$ cat src/rtl/aes_pkg.sv
// Shared constants and state encoding for the AES-128 block loader.
package aes_pkg;

  localparam int AES_LATENCY_DFLT = 12;
  localparam int KEY_LAT_DFLT     = 10;
  localparam int WORD_W           = 32;
  localparam int BLK_W            = 128;

  typedef enum logic [1:0] {
    NO_KEY,
    SETTLE,
    RUN,
    DRAIN
  } ld_state_e;

endpackage

$ cat src/rtl/aes_word_packer.sv
// Packs four 32-bit words (first word = MSBs) into a 128-bit block.
module aes_word_packer
  import aes_pkg::*;
(
  input  logic              CLK,
  input  logic              RST_N,
  input  logic              en,
  input  logic [WORD_W-1:0] word,
  input  logic              wvalid,
  output logic [BLK_W-1:0]  blk,
  output logic              done
);

  logic [BLK_W-1:0] shadow;
  logic [1:0]       cnt;
  logic             acc;

  assign acc  = en & wvalid;
  // While accepting, blk already includes the incoming word; otherwise it is the held shadow.
  assign blk  = acc ? {shadow[BLK_W-WORD_W-1:0], word} : shadow;
  assign done = acc & (cnt == 2'd3);

  always_ff @(posedge CLK) begin
    if (!RST_N) begin
      shadow <= '0;
      cnt    <= '0;
    end else if (acc) begin
      shadow <= blk;
      cnt    <= cnt + 2'd1;
    end
  end

endmodule

$ cat src/rtl/aes_block_loader.sv
// Feeds key and plaintext blocks to the AES-128 pipeline core, draining in-flight
// blocks before any key change and tracking result validity.
module aes_block_loader
  import aes_pkg::*;
#(
  parameter int AES_LATENCY = AES_LATENCY_DFLT,
  parameter int KEY_LAT     = KEY_LAT_DFLT
) (
  input  logic              CLK,
  input  logic              RST_N,
  input  logic [WORD_W-1:0] key_word,
  input  logic              key_wvalid,
  output logic              key_wready,
  input  logic [WORD_W-1:0] din_word,
  input  logic              din_wvalid,
  output logic              din_wready,
  output logic [BLK_W-1:0]  aes_key,
  output logic [BLK_W-1:0]  aes_data,
  output logic              blk_issue,
  output logic              res_valid,
  output logic              busy
);

  localparam int SCW = $clog2(KEY_LAT + 1);

  ld_state_e              state, state_nxt;
  logic [SCW-1:0]         settle_cnt, settle_nxt;
  logic [AES_LATENCY-1:0] vpipe;
  logic [BLK_W-1:0]       key_blk, data_blk;
  logic                   key_done, data_done, key_load, inflight;

  assign key_wready = (state == NO_KEY) || (state == RUN);
  assign din_wready = (state == RUN);
  assign busy       = (state != RUN);
  assign res_valid  = vpipe[AES_LATENCY-1];
  assign inflight   = blk_issue | (|vpipe);

  aes_word_packer u_key_pack (
    .CLK    (CLK),
    .RST_N  (RST_N),
    .en     (key_wready),
    .word   (key_word),
    .wvalid (key_wvalid),
    .blk    (key_blk),
    .done   (key_done)
  );

  aes_word_packer u_data_pack (
    .CLK    (CLK),
    .RST_N  (RST_N),
    .en     (din_wready),
    .word   (din_word),
    .wvalid (din_wvalid),
    .blk    (data_blk),
    .done   (data_done)
  );

  always_comb begin
    state_nxt  = state;
    settle_nxt = settle_cnt;
    key_load   = 1'b0;
    unique case (state)
      NO_KEY: if (key_done) begin
        key_load   = 1'b1;
        settle_nxt = '0;
        state_nxt  = SETTLE;
      end
      SETTLE: begin
        if (settle_cnt == SCW'(KEY_LAT - 1)) state_nxt = RUN;
        else settle_nxt = settle_cnt + SCW'(1);
      end
      // A block completing together with the key still issues under the old key.
      RUN: if (key_done) state_nxt = DRAIN;
      DRAIN: if (!inflight) begin
        key_load   = 1'b1;
        settle_nxt = '0;
        state_nxt  = SETTLE;
      end
      default: state_nxt = NO_KEY;
    endcase
  end

  always_ff @(posedge CLK) begin
    if (!RST_N) begin
      state      <= NO_KEY;
      settle_cnt <= '0;
      aes_key    <= '0;
      aes_data   <= '0;
      blk_issue  <= 1'b0;
      vpipe      <= '0;
    end else begin
      state      <= state_nxt;
      settle_cnt <= settle_nxt;
      if (key_load)  aes_key  <= key_blk;
      if (data_done) aes_data <= data_blk;
      blk_issue  <= data_done;
      vpipe      <= {vpipe[AES_LATENCY-2:0], blk_issue};
    end
  end

endmodule

$ cat config.mk
export PLATFORM = sky130hd
export DESIGN_NAME = aes_block_loader
export DESIGN_NICKNAME = d
export VERILOG_FILES = /design/src/rtl/aes_pkg.sv /design/src/rtl/aes_word_packer.sv /design/src/rtl/aes_block_loader.sv
export SDC_FILE = /design/constraint.sdc
export NUM_CORES = 1
export LEC_CHECK = 0
export CORE_AREA = 2 2 189 191
export DETAILED_ROUTE_END_ITERATION = 7
export DIE_AREA = 0 0 191 193
export PLACE_DENSITY_LB_ADDON = 0.2
export SYNTH_ARGS = -nofsm -noshare
export SYNTH_HDL_FRONTEND = slang
export SYNTH_SLANG_ARGS = --single-unit
$ cat constraint.sdc
create_clock -name CLK -period 3.5 [get_ports CLK]
set_input_delay 0.35 -clock CLK [delete_from_list [all_inputs] [get_ports CLK]]
set_output_delay 0.35 -clock CLK [all_outputs]
set_load 0.005 [all_outputs]
# Word level (Yosys, flattened, before mapping)
# Cells that the tools add are included.
# W data, S select, Z words.
# totals
elab_cells,50
register_bits,535
output_inout_bits,261
in_bits,68
# classes
bitwise_logic,5
addsub,3
eq_ne,12
muxes,14
n_reduce_logical,6
# ops
op,count
$mux W128,2
$mux W4,3
$ne A2 B2 Y1 const B,6
$pmux W4 S3,1
$reduce_or A12 Y1,1
$eq A2 B2 Y1 const B,4
$mux W2,4
$pmux W2 S4,1
$reduce_and A4 Y1,2
$add A2 B1 Y2 const B,2
$add A4 B1 Y4 const B,1
$and A1 B1 Y1,4
$eq A4 B4 Y1 const B,1
$reduce_bool A3 Y1,1
$eq A2 B1 Y1 const B,1
$logic_not A2 Y1,1
$mux W1,2
$pmux W1 S2,1
$logic_or A1 B1 Y1,1
$or A1 B1 Y1,1

# Logic depth before layout (Yosys ltp)
# Gate-level depths: netlist of the first run.
# depth
ltp_word,6
ltp_mapped,9
depth_no_buf,6

# By module
# Synthesis of the first run repeated with hierarchy kept, for this count alone.
# unflattened
cells_unflattened,2275
hier_area_um2,23372.4
# modules_own_cells
mod,cells_per_inst,seq_area_each_um2,area_per_inst_um2,n_inst
aes_word_packer,610,2602.5,6279.8,2
aes_block_loader,1055,5505.3,10812.9,1

# Worst setup path after synthesis of the first run
# Ideal clock, no wire load.
# synth_path
path_kind,reg2reg
start,reg state[0]
end,reg aes_key[118]
period_less_slack_ns,1.939
slack_ns,1.561
path_buffers,2
path_stages_with_launch,9
required_ns,3.357
setup_ns,0.143
arrival_ns,1.795
path_cell_list,dfxtp_1 inv_1 ha_1 o21ai_2 buf_4 buf_2 mux2_2 nand2_1 o32ai_2
# synth_via
elab_chain_len,6
elab_cells_between_ends,9
classes_between,eq/ne: 2; mux: 3; bitwise: 2; reduce/logical: 2
# synth_lines
item,line_no,rtl
"start, declared",aes_block_loader.sv:26,"ld_state_e state, state_nxt;"
"start signal, assigned",aes_block_loader.sv:92,state <= state_nxt;
$eq A2 B2 Y1 (*),n/a,
via din_wready,aes_block_loader.sv:16,"output logic din_wready,"
$logic_or A1 B1 Y1 (*),aes_block_loader.sv:32,assign key_wready = (state == NO_KEY) || (state == RUN);
$and A1 B1 Y1 (*),aes_word_packer.sv:18,assign acc = en & wvalid;
$and A1 B1 Y1,aes_word_packer.sv:21,assign done = acc & (cnt == 2'd3);
$mux W1,aes_block_loader.sv:63,NO_KEY: if (key_done) begin
$pmux W1 S2,aes_block_loader.sv:62,unique case (state)
"end signal, assigned",aes_block_loader.sv:94,if (key_load) aes_key <= key_blk;
"end, declared",aes_block_loader.sv:17,"output logic [BLK_W-1:0] aes_key,"
# The timed path passes the listed nets; every way through them passes the cells marked *.
# A chain may end at the register's enable or synchronous reset.

# Worst setup path after layout of the first run
# layout_path
start,reg state[0]
end,reg aes_key[54]
# layout_via
elab_chain_len,6
elab_cells_between_ends,9
classes_between,eq/ne: 2; mux: 3; bitwise: 2; reduce/logical: 2
# layout_lines
item,line_no
$eq A2 B2 Y1 / $logic_not A2 Y1 (equally long branches),"aes_block_loader.sv:32, aes_block_loader.sv:62"
$logic_or A1 B1 Y1,aes_block_loader.sv:32
$and A1 B1 Y1,aes_word_packer.sv:18
$and A1 B1 Y1,aes_word_packer.sv:21
$mux W1,aes_block_loader.sv:63
$pmux W1 S2,aes_block_loader.sv:62
# Several ways; a longest one is shown, not always the timed one.

==> out/summary.log, run 1 <==
qor: timing.period_share 80.89%
qor: global_route.number_of_global_route_vias_before_repair 14,036
qor: layout.final_nets 2,372
qor: die.dieHeight 193 um
qor: status.run_status complete, no violations
qor: timing.maxSlewViolCount 0
qor: power_and_ir_drop.p_sw 3352 uW
qor: setup_path.criticalPathCategory register to register
qor: yosys.ys_warn_count 0
qor: placement.place_area 0.02311 mm^2
qor: route.vias_per_cell 5.135
qor: timing.rsz_0062_raised_after_global_routing false
qor: power_and_ir_drop.combPwrFrac 13.9%
qor: placement.place_congestion 0.7898
qor: setup_path.endpoint_kind register
qor: route.ant_nets 0
qor: clock_network.cts_setup_buffers 0
qor: layout.antennaDiodeCount 0
qor: clock_network.root_buffer sky130_fd_sc_hd__clkbuf_16
qor: layout.nFillCells 2,695
qor: clock_network.cts_max_path_buffers 3
qor: layout.share_of_layout_cells_above_drive_strength_1 15.21%
qor: global_route.grt_first_pass_wirelength 71,850 um
qor: clock_network.cts.clk_slew.worst_paths 0.06 ns
qor: die.design.portCount 329
qor: yosys.synth-seq-cells 503
qor: route.total_wire_length_after_detailed_routing 45,440 um
qor: layout.final_common_cell sky130_fd_sc_hd__nand2_1
qor: route.drtPass1Iterations 5
qor: global_route.grt_start_max_net_pins 134
qor: layout.final_design_area_no_fill 0.02475 mm^2
qor: global_route.grt_overflow_total 0
qor: setup_path.timing.critical_path.fanout_max 34
qor: clock_network.cts_inserted_buffers 49
qor: die.die_x 191 um
qor: power_and_ir_drop.power_density 528.6 mW/mm^2
qor: power_and_ir_drop.clkPwrFrac 40.6%
qor: yosys.post_syn_nets 2,125
qor: flow_run.cap_violations 0
qor: global_route.grt_use_total 24.01%
qor: clock_network.clock-sinks 503
qor: clock_network.htree_levels 2
qor: power_and_ir_drop.switching_share 25.63%
qor: clock_network.cts_repair_resize_count 0
qor: setup_path.critPathLaunchType register
qor: timing.setup_viol 0
qor: timing.finalHoldViolCount 0
qor: setup_path.arrival 3.23 ns
qor: timing.setup-tns-final 0 ns
qor: route.detailroute.via_count 14,351
qor: layout.areaGrowthSynthToFinish 25.57%
qor: yosys.synthesis.instances 2,049
qor: placement.post-dp-hpwl 28,740 um
qor: die.die_area 0.03686 mm^2
qor: power_and_ir_drop.total_leakage_power 0.009246 uW
qor: setup_path.critPathRequiredTime 3.90 ns
qor: timing.timing_worst_slew_pin_value 1.139 ns
qor: timing.fin_crit 2.831 ns
qor: power_and_ir_drop.proportion_of_power_drawn_by_flip_flops_and_latches 45.5%
qor: route.avgRoutedWirePerCell 16.26 um
qor: power_and_ir_drop.cell_internal_pwr 9729 uW
qor: clock_network.tritoncts done
qor: min_path.hold_path.class primary input to register
qor: route.drt_drc_violations_left 0
qor: global_route.grt_antenna_before_repair 1
qor: die.core 0.03496 mm^2
qor: placement.portBuffers 328
qor: layout.final_cell_mix 590 x sky130_fd_sc_hd__nand2_1, 503 x sky130_fd_sc_hd__dfxtp_1, 327 x sky130_fd_sc_hd__clkdlybuf4s50_1
qor: yosys.syn_area_per_cell 9.618 um^2
qor: yosys.synth_seq_area_share 51.10%
qor: timing.slew_headroom 23.75%
qor: route.drt_iter0_drc 747
qor: die.site_row_count 69
qor: power_and_ir_drop.irDropWorstVdd 0.8045 mV
qor: die.effective_utilization_at_floorplan 56.36%
qor: clock_network.worst_skew_pair.late_latency 0.57 ns
qor: yosys.synth.distinct_cells 37
qor: timing.maxClockFrequency 353.2 MHz
qor: yosys.synth_area 0.01971 mm^2
qor: timing.clock-skew-final 0.01677 ns
qor: clock_network.cts-hold-fix-buffers 0
==> sequential cells by signal (all words and copies together), names as in the netlist <==
signal and cells:
state 2, aes_key 128, vpipe 12, aes_data 128, blk_issue 1, u_key_pack.shadow 128, u_data_pack.cnt 2, settle_cnt 4
u_data_pack.shadow 96, u_key_pack.cnt 2
==> critical path, stage by stage, from the launching register on <==
cell and delay [ns]:
sky130_fd_sc_hd__dfxtp_1 0.39, sky130_fd_sc_hd__inv_1 0.11, sky130_fd_sc_hd__ha_1 0.33, sky130_fd_sc_hd__o21ai_4 0.91, sky130_fd_sc_hd__buf_12 0.31, sky130_fd_sc_hd__mux2_2 0.37, sky130_fd_sc_hd__nand2_1 0.12, sky130_fd_sc_hd__o32ai_2 0.09
==> cell families after synthesis <==
family | Yosys count | synth area share, %
multiplexers | 130 | 7.415
adder cells (fa/ha/maj) | 8 | 0.5079
AO/OA/AOI/OAI | 367 | 19.43
XOR/XNOR | 2 | 0.08890
buffers and inverters | 412 | 8.996
AND/OR/NAND/NOR | 627 | 12.47
flip-flops | 503 | 51.10
==> cell usage after synthesis (all sizes together) <==
master,number,area share (%)
o32ai,130,10
o221a,1,0.057
a21boi,226,8.6
o22ai,1,0.032
nand3,2,0.051
or2,2,0.063
a222oi,1,0.051
nor3,1,0.025
and2,17,0.54
a21o,1,0.038
a211oi,1,0.038
xnor2,2,0.089
clkbuf,94,1.8
nand4,3,0.13
nand2,592,11
o311ai,1,0.083
and3,1,0.032
nor4,2,0.13
nand3b,1,0.038
o21a,2,0.076
mux2,128,7.3
inv,261,5.0
a221oi,2,0.089
ha,8,0.51
dfxtp,503,51
o21ai,1,0.044
nor2,1,0.019
buf,57,2.2
nor2b,1,0.032
mux2i,2,0.10
nand4b,1,0.044
nand2b,3,0.095
==> power by group through the flow <==
stage | Clock [uW] | Sequential, uW | Combinational [uW]
after global routing | 5650 | 5970 | 1950
after floorplan | 0 | 6050 | 1380
after global placement | 0 | 6070 | 1800
after CTS | 5410 | 5950 | 1830
final | 5310 | 5950 | 1820
after detailed placement | 0 | 6080 | 1820
==> metrics by stage <==
step           hold slack [ns]  std cells  total power, uW  utilization (%)  setup slack, ns
3_5_place_dp            0.4513       2706             7902            66.09           0.6783
3_3_place_gp            0.4411       2706             7869            66.09           0.7460
2_1_floorplan           0.4305       2049             7426                -            1.561
6_report                0.2909       2795            13080            70.78           0.6688
4_1_cts                 0.3281       2795            13190            70.78           0.6510
5_1_grt                 0.3360       2795            13570            70.78           0.5084
==> area by class of cell <==
type | count | area (um^2) | share of cell area [%]
timing repair buffer | 347 | 3556 | 14.37
clock inverter | 9 | 123.9 | 0.5005
clock buffer | 80 | 1515 | 6.123
sequential | 503 | 10070 | 40.69
multi-input combinational | 1134 | 7926 | 32.03
tap | 461 | 576.8 | 2.331
inverter | 261 | 979.7 | 3.959
==> layer usage <==
layer  up-vias  share of wire (%)  GRT usage [%]
met3        69                7.0          6.968
met5         -              0.029              0
met1      6815                 43          29.77
met2       329                 48          40.50
li1       7136                  -              -
met4         2                2.3          7.305
==> final timing paths <==
kind	from	to	slack, ns	cells after the start
max	state[0]	aes_key[54]	0.67	7
min	RST_N	aes_data[26]	0.29	2
max reg2reg	state[0]	aes_key[54]	0.67	7
min reg2reg	u_data_pack.shadow[77]	aes_data[109]	0.46	2
(Power assumes the default switching activity.)
==> run 2, diff against run 1 <==
- CORE_AREA: 2 2 189 191 -> 2 2 196 198
- DIE_AREA: 0 0 191 193 -> 0 0 198 200
- clock period: 3.5 -> 2.88 ns (I/O delays scaled with it)
==> run 2 against run 1 <==
Compared with the run above:
- worst setup slack got worse by 0.38 ns
- register-to-register slack worse by 0.26 ns
- worst hold slack worse by 0.13 ns
- first-iteration DRC count is 20% higher
- critical endpoint is now key_wready
- highest routed layer unchanged
- clock power increased by 21%
- global-route usage shrank 0.17 points
- cell count up 2.0%
- clock skew fell by 0.00061 ns
- flip-flop and latch count unchanged
- combinational power rose by 25%
- via count increased by 1.5%
==> out/summary.log, run 2 (synthesized netlist as in run 1, its figures left out) <==
qor: route.ant_nets 0 [unchanged]
qor: layout.areaGrowthSynthToFinish 26.81%
qor: setup_path.criticalPathCategory register to output port
qor: timing.timing_worst_slew_pin_value 0.7869 ns [-0.3526 ns]
qor: clock_network.cts.clk_slew.worst_paths 0.06 ns [about the same]
qor: die.site_row_count 71 [+2.9%]
qor: power_and_ir_drop.clkPwrFrac 40.3% [-0.3 points]
qor: timing.period_share 89.88%
qor: power_and_ir_drop.switching_share 25.89% [+0.26 points]
qor: global_route.grt_overflow_total 0 [unchanged]
qor: global_route.grt_antenna_before_repair 2 [+1]
qor: placement.place_area 0.02337 mm^2 [+1.1%]
qor: global_route.grt_first_pass_wirelength 75,540 um [+5.1%]
qor: min_path.hold_path.class primary input to register
qor: die.die_x 198 um [+3.7%]
qor: power_and_ir_drop.cell_internal_pwr 11,810 uW [+21%]
qor: timing.clock-skew-final 0.01616 ns [-0.0006119 ns]
qor: power_and_ir_drop.p_sw 4125 uW [+23%]
qor: placement.post-dp-hpwl 31,650 um [+10%]
qor: power_and_ir_drop.proportion_of_power_drawn_by_flip_flops_and_latches 45.5% [about the same]
qor: clock_network.cts_setup_buffers 0 [unchanged]
qor: setup_path.critPathLaunchType register
qor: layout.layout_top_registers aes_data (128), aes_key (128), u_key_pack.shadow (128)
qor: layout.final_cell_mix 590 x sky130_fd_sc_hd__nand2_1, 503 x sky130_fd_sc_hd__dfxtp_1, 327 x sky130_fd_sc_hd__clkdlybuf4s50_1
qor: timing.rsz_0062_raised_after_global_routing false
qor: setup_path.endpoint_kind output port
qor: clock_network.cts_repair_resize_count 0 [unchanged]
qor: min_path.worst_hold_path_cell_count 2 [unchanged]
qor: timing.fin_crit 2.589 ns
qor: global_route.grt_start_max_net_pins 119 [-11%]
qor: setup_path.setup_slack_on_the_worst_flop_to_flop_path 0.41 ns [-0.26 ns]
qor: clock_network.root_buffer sky130_fd_sc_hd__clkbuf_16
qor: die.die_area 0.03960 mm^2 [+7.4%]
qor: timing.maxSlewViolCount 0 [unchanged]
qor: global_route.grt_use_total 23.83% [-0.17 points]
qor: setup_path.critPathRequiredTime 2.59 ns [-1.31 ns]
qor: timing.slew_headroom 47.54% [+24 points]
qor: clock_network.htree_levels 2 [unchanged]
qor: min_path.hold_start RST_N
qor: setup_path.timing.critical_path.fanout_max 8 [-76%]
qor: power_and_ir_drop.power_density 637.7 mW/mm^2 [+21%]
qor: power_and_ir_drop.finalPower 15,940 uW [+22%]
qor: route.avgRoutedWirePerCell 16.66 um [+2.5%]
qor: layout.final_common_cell sky130_fd_sc_hd__nand2_1
qor: setup_path.critical_path.reg2reg.endpoint aes_key[68]
qor: timing.setup-tns-final 0 ns [unchanged]
qor: global_route.number_of_global_route_vias_before_repair 14,368 [+2.4%]
qor: setup_path.r2r_cells 5 [-2]
qor: timing.finalHoldViolCount 0 [unchanged]
qor: clock_network.cts_max_path_buffers 3 [unchanged]
qor: power_and_ir_drop.total_leakage_power 0.009347 uW [+1.1%]
qor: layout.final_nets 2,384 [+0.51%]
qor: status.run_status complete, no violations
qor: clock_network.cts-hold-fix-buffers 0 [unchanged]
qor: clock_network.clock-sinks 503 [unchanged]
qor: route.detailroute.via_count 14,565 [+1.5%]
qor: route.drt_iter0_drc 897 [+20%]
qor: placement.place_congestion 0.8071 [+2.2%]
qor: route.vias_per_cell 5.107 [-0.54%]
qor: die.core 0.03740 mm^2 [+7.0%]
qor: route.total_wire_length_after_detailed_routing 47,510 um [+4.6%]
qor: setup_path.timing.rr.start vpipe[2]
qor: die.design.portCount 329 [unchanged]
qor: layout.share_of_layout_cells_above_drive_strength_1 15.90% [+0.69 points]
qor: layout.layout.core_utilization 66.82% [-4.0 points]
qor: setup_path.arrival 2.30 ns [-0.93 ns]
qor: clock_network.tritoncts done
qor: timing.setup_viol 0 [unchanged]
qor: power_and_ir_drop.combPwrFrac 14.2% [+0.3 points]
qor: flow_run.cap_violations 0 [unchanged]
qor: clock_network.worst_skew_pair.late_latency 0.58 ns [about the same]
qor: placement.portBuffers 328 [unchanged]
qor: die.dieHeight 200 um [+3.6%]
qor: route.drtPass1Iterations 5 [unchanged]
qor: clock_network.cts_inserted_buffers 49 [unchanged]
qor: timing.maxClockFrequency 386.3 MHz
qor: min_path.hold-path-endpoint aes_data[10]
qor: power_and_ir_drop.irDropWorstVdd 0.6216 mV [-23%]
qor: route.drt_drc_violations_left 0 [unchanged]
qor: die.effective_utilization_at_floorplan 52.69% [-3.7 points]
qor: layout.final_design_area_no_fill 0.02499 mm^2 [+0.99%]
==> run 2: cell count changes in the layout (fill, tap and decap cells not counted) <==
cell	delta
sky130_fd_sc_hd__diode_2	+1
sky130_fd_sc_hd__buf_4	+3
sky130_fd_sc_hd__clkbuf_1	-11
sky130_fd_sc_hd__bufinv_16	+1
sky130_fd_sc_hd__clkbuf_8	-4
sky130_fd_sc_hd__clkinvlp_4	+1
sky130_fd_sc_hd__buf_12	+9
sky130_fd_sc_hd__clkinv_2	+7
==> run 2: final cells by class <==
cell class                 count  area (um^2)
multi-input combinational   1134         7926
timing repair buffer         359         3759
clock inverter                18        196.4
antenna                        1        2.502
sequential                   503        10070
clock buffer                  65         1419
fill                        2963        12410
tap                          511        639.4
inverter                     261        979.7
==> run 2: metrics by stage <==
step	cells	worst slack [ns]	hold WS [ns]
after floorplan	2049	0.9414	0.4305
after global placement	2768	0.5100	0.4366
after detailed placement	2768	0.4050	0.4485
after CTS	2851	0.2553	0.1381
after global routing	2852	0.1914	0.1680
final	2852	0.2913	0.1574
==> run 2: power groups by stage <==
stage | combinational [uW] | clock (uW) | sequential (uW)
2_1_floorplan | 1670 | 0 | 7350
3_3_place_gp | 2220 | 0 | 7390
3_5_place_dp | 2260 | 0 | 7400
4_1_cts | 2280 | 6570 | 7240
5_1_grt | 2430 | 6850 | 7260
6_report | 2270 | 6430 | 7240
==> run 2: how the worst max path moves through the flow <==
stage | from | slack [ns] | cells after the start | to
after detailed placement | vpipe[2] | 0.40 | 5 | aes_key[67]
after global placement | vpipe[2] | 0.51 | 5 | aes_key[69]
final | state[0] | 0.29 | 4 | key_wready
after CTS | state[0] | 0.26 | 4 | key_wready
after global routing | state[0] | 0.19 | 4 | key_wready
after floorplan | state[0] | 0.94 | 8 | aes_key[118]
==> run 2: per-layer routing <==
metal | global-route usage, % | vias up | routed length, um | share of wire (%)
met5 | 0 | - | 13 | 0.027
met1 | 30.81 | 6924 | 20780 | 44
met2 | 38.98 | 391 | 22240 | 47
li1 | - | 7156 | - | -
met4 | 10.78 | 2 | 1895 | 4.0
met3 | 4.503 | 92 | 2589 | 5.4
==> run 2: worst max-delay path: stages, from the launching register on <==
cell and delay (ns):
sky130_fd_sc_hd__dfxtp_1 0.39, sky130_fd_sc_hd__inv_1 0.11, sky130_fd_sc_hd__ha_1 0.37, sky130_fd_sc_hd__or2_2 0.37, sky130_fd_sc_hd__clkdlybuf4s50_1 0.49
==> run 3, diff against run 2 <==
- CTS_CLUSTER_SIZE: default -> 20
==> results of run 3 <==
The final DEF is identical to that of run 2; final timing and power are the same.
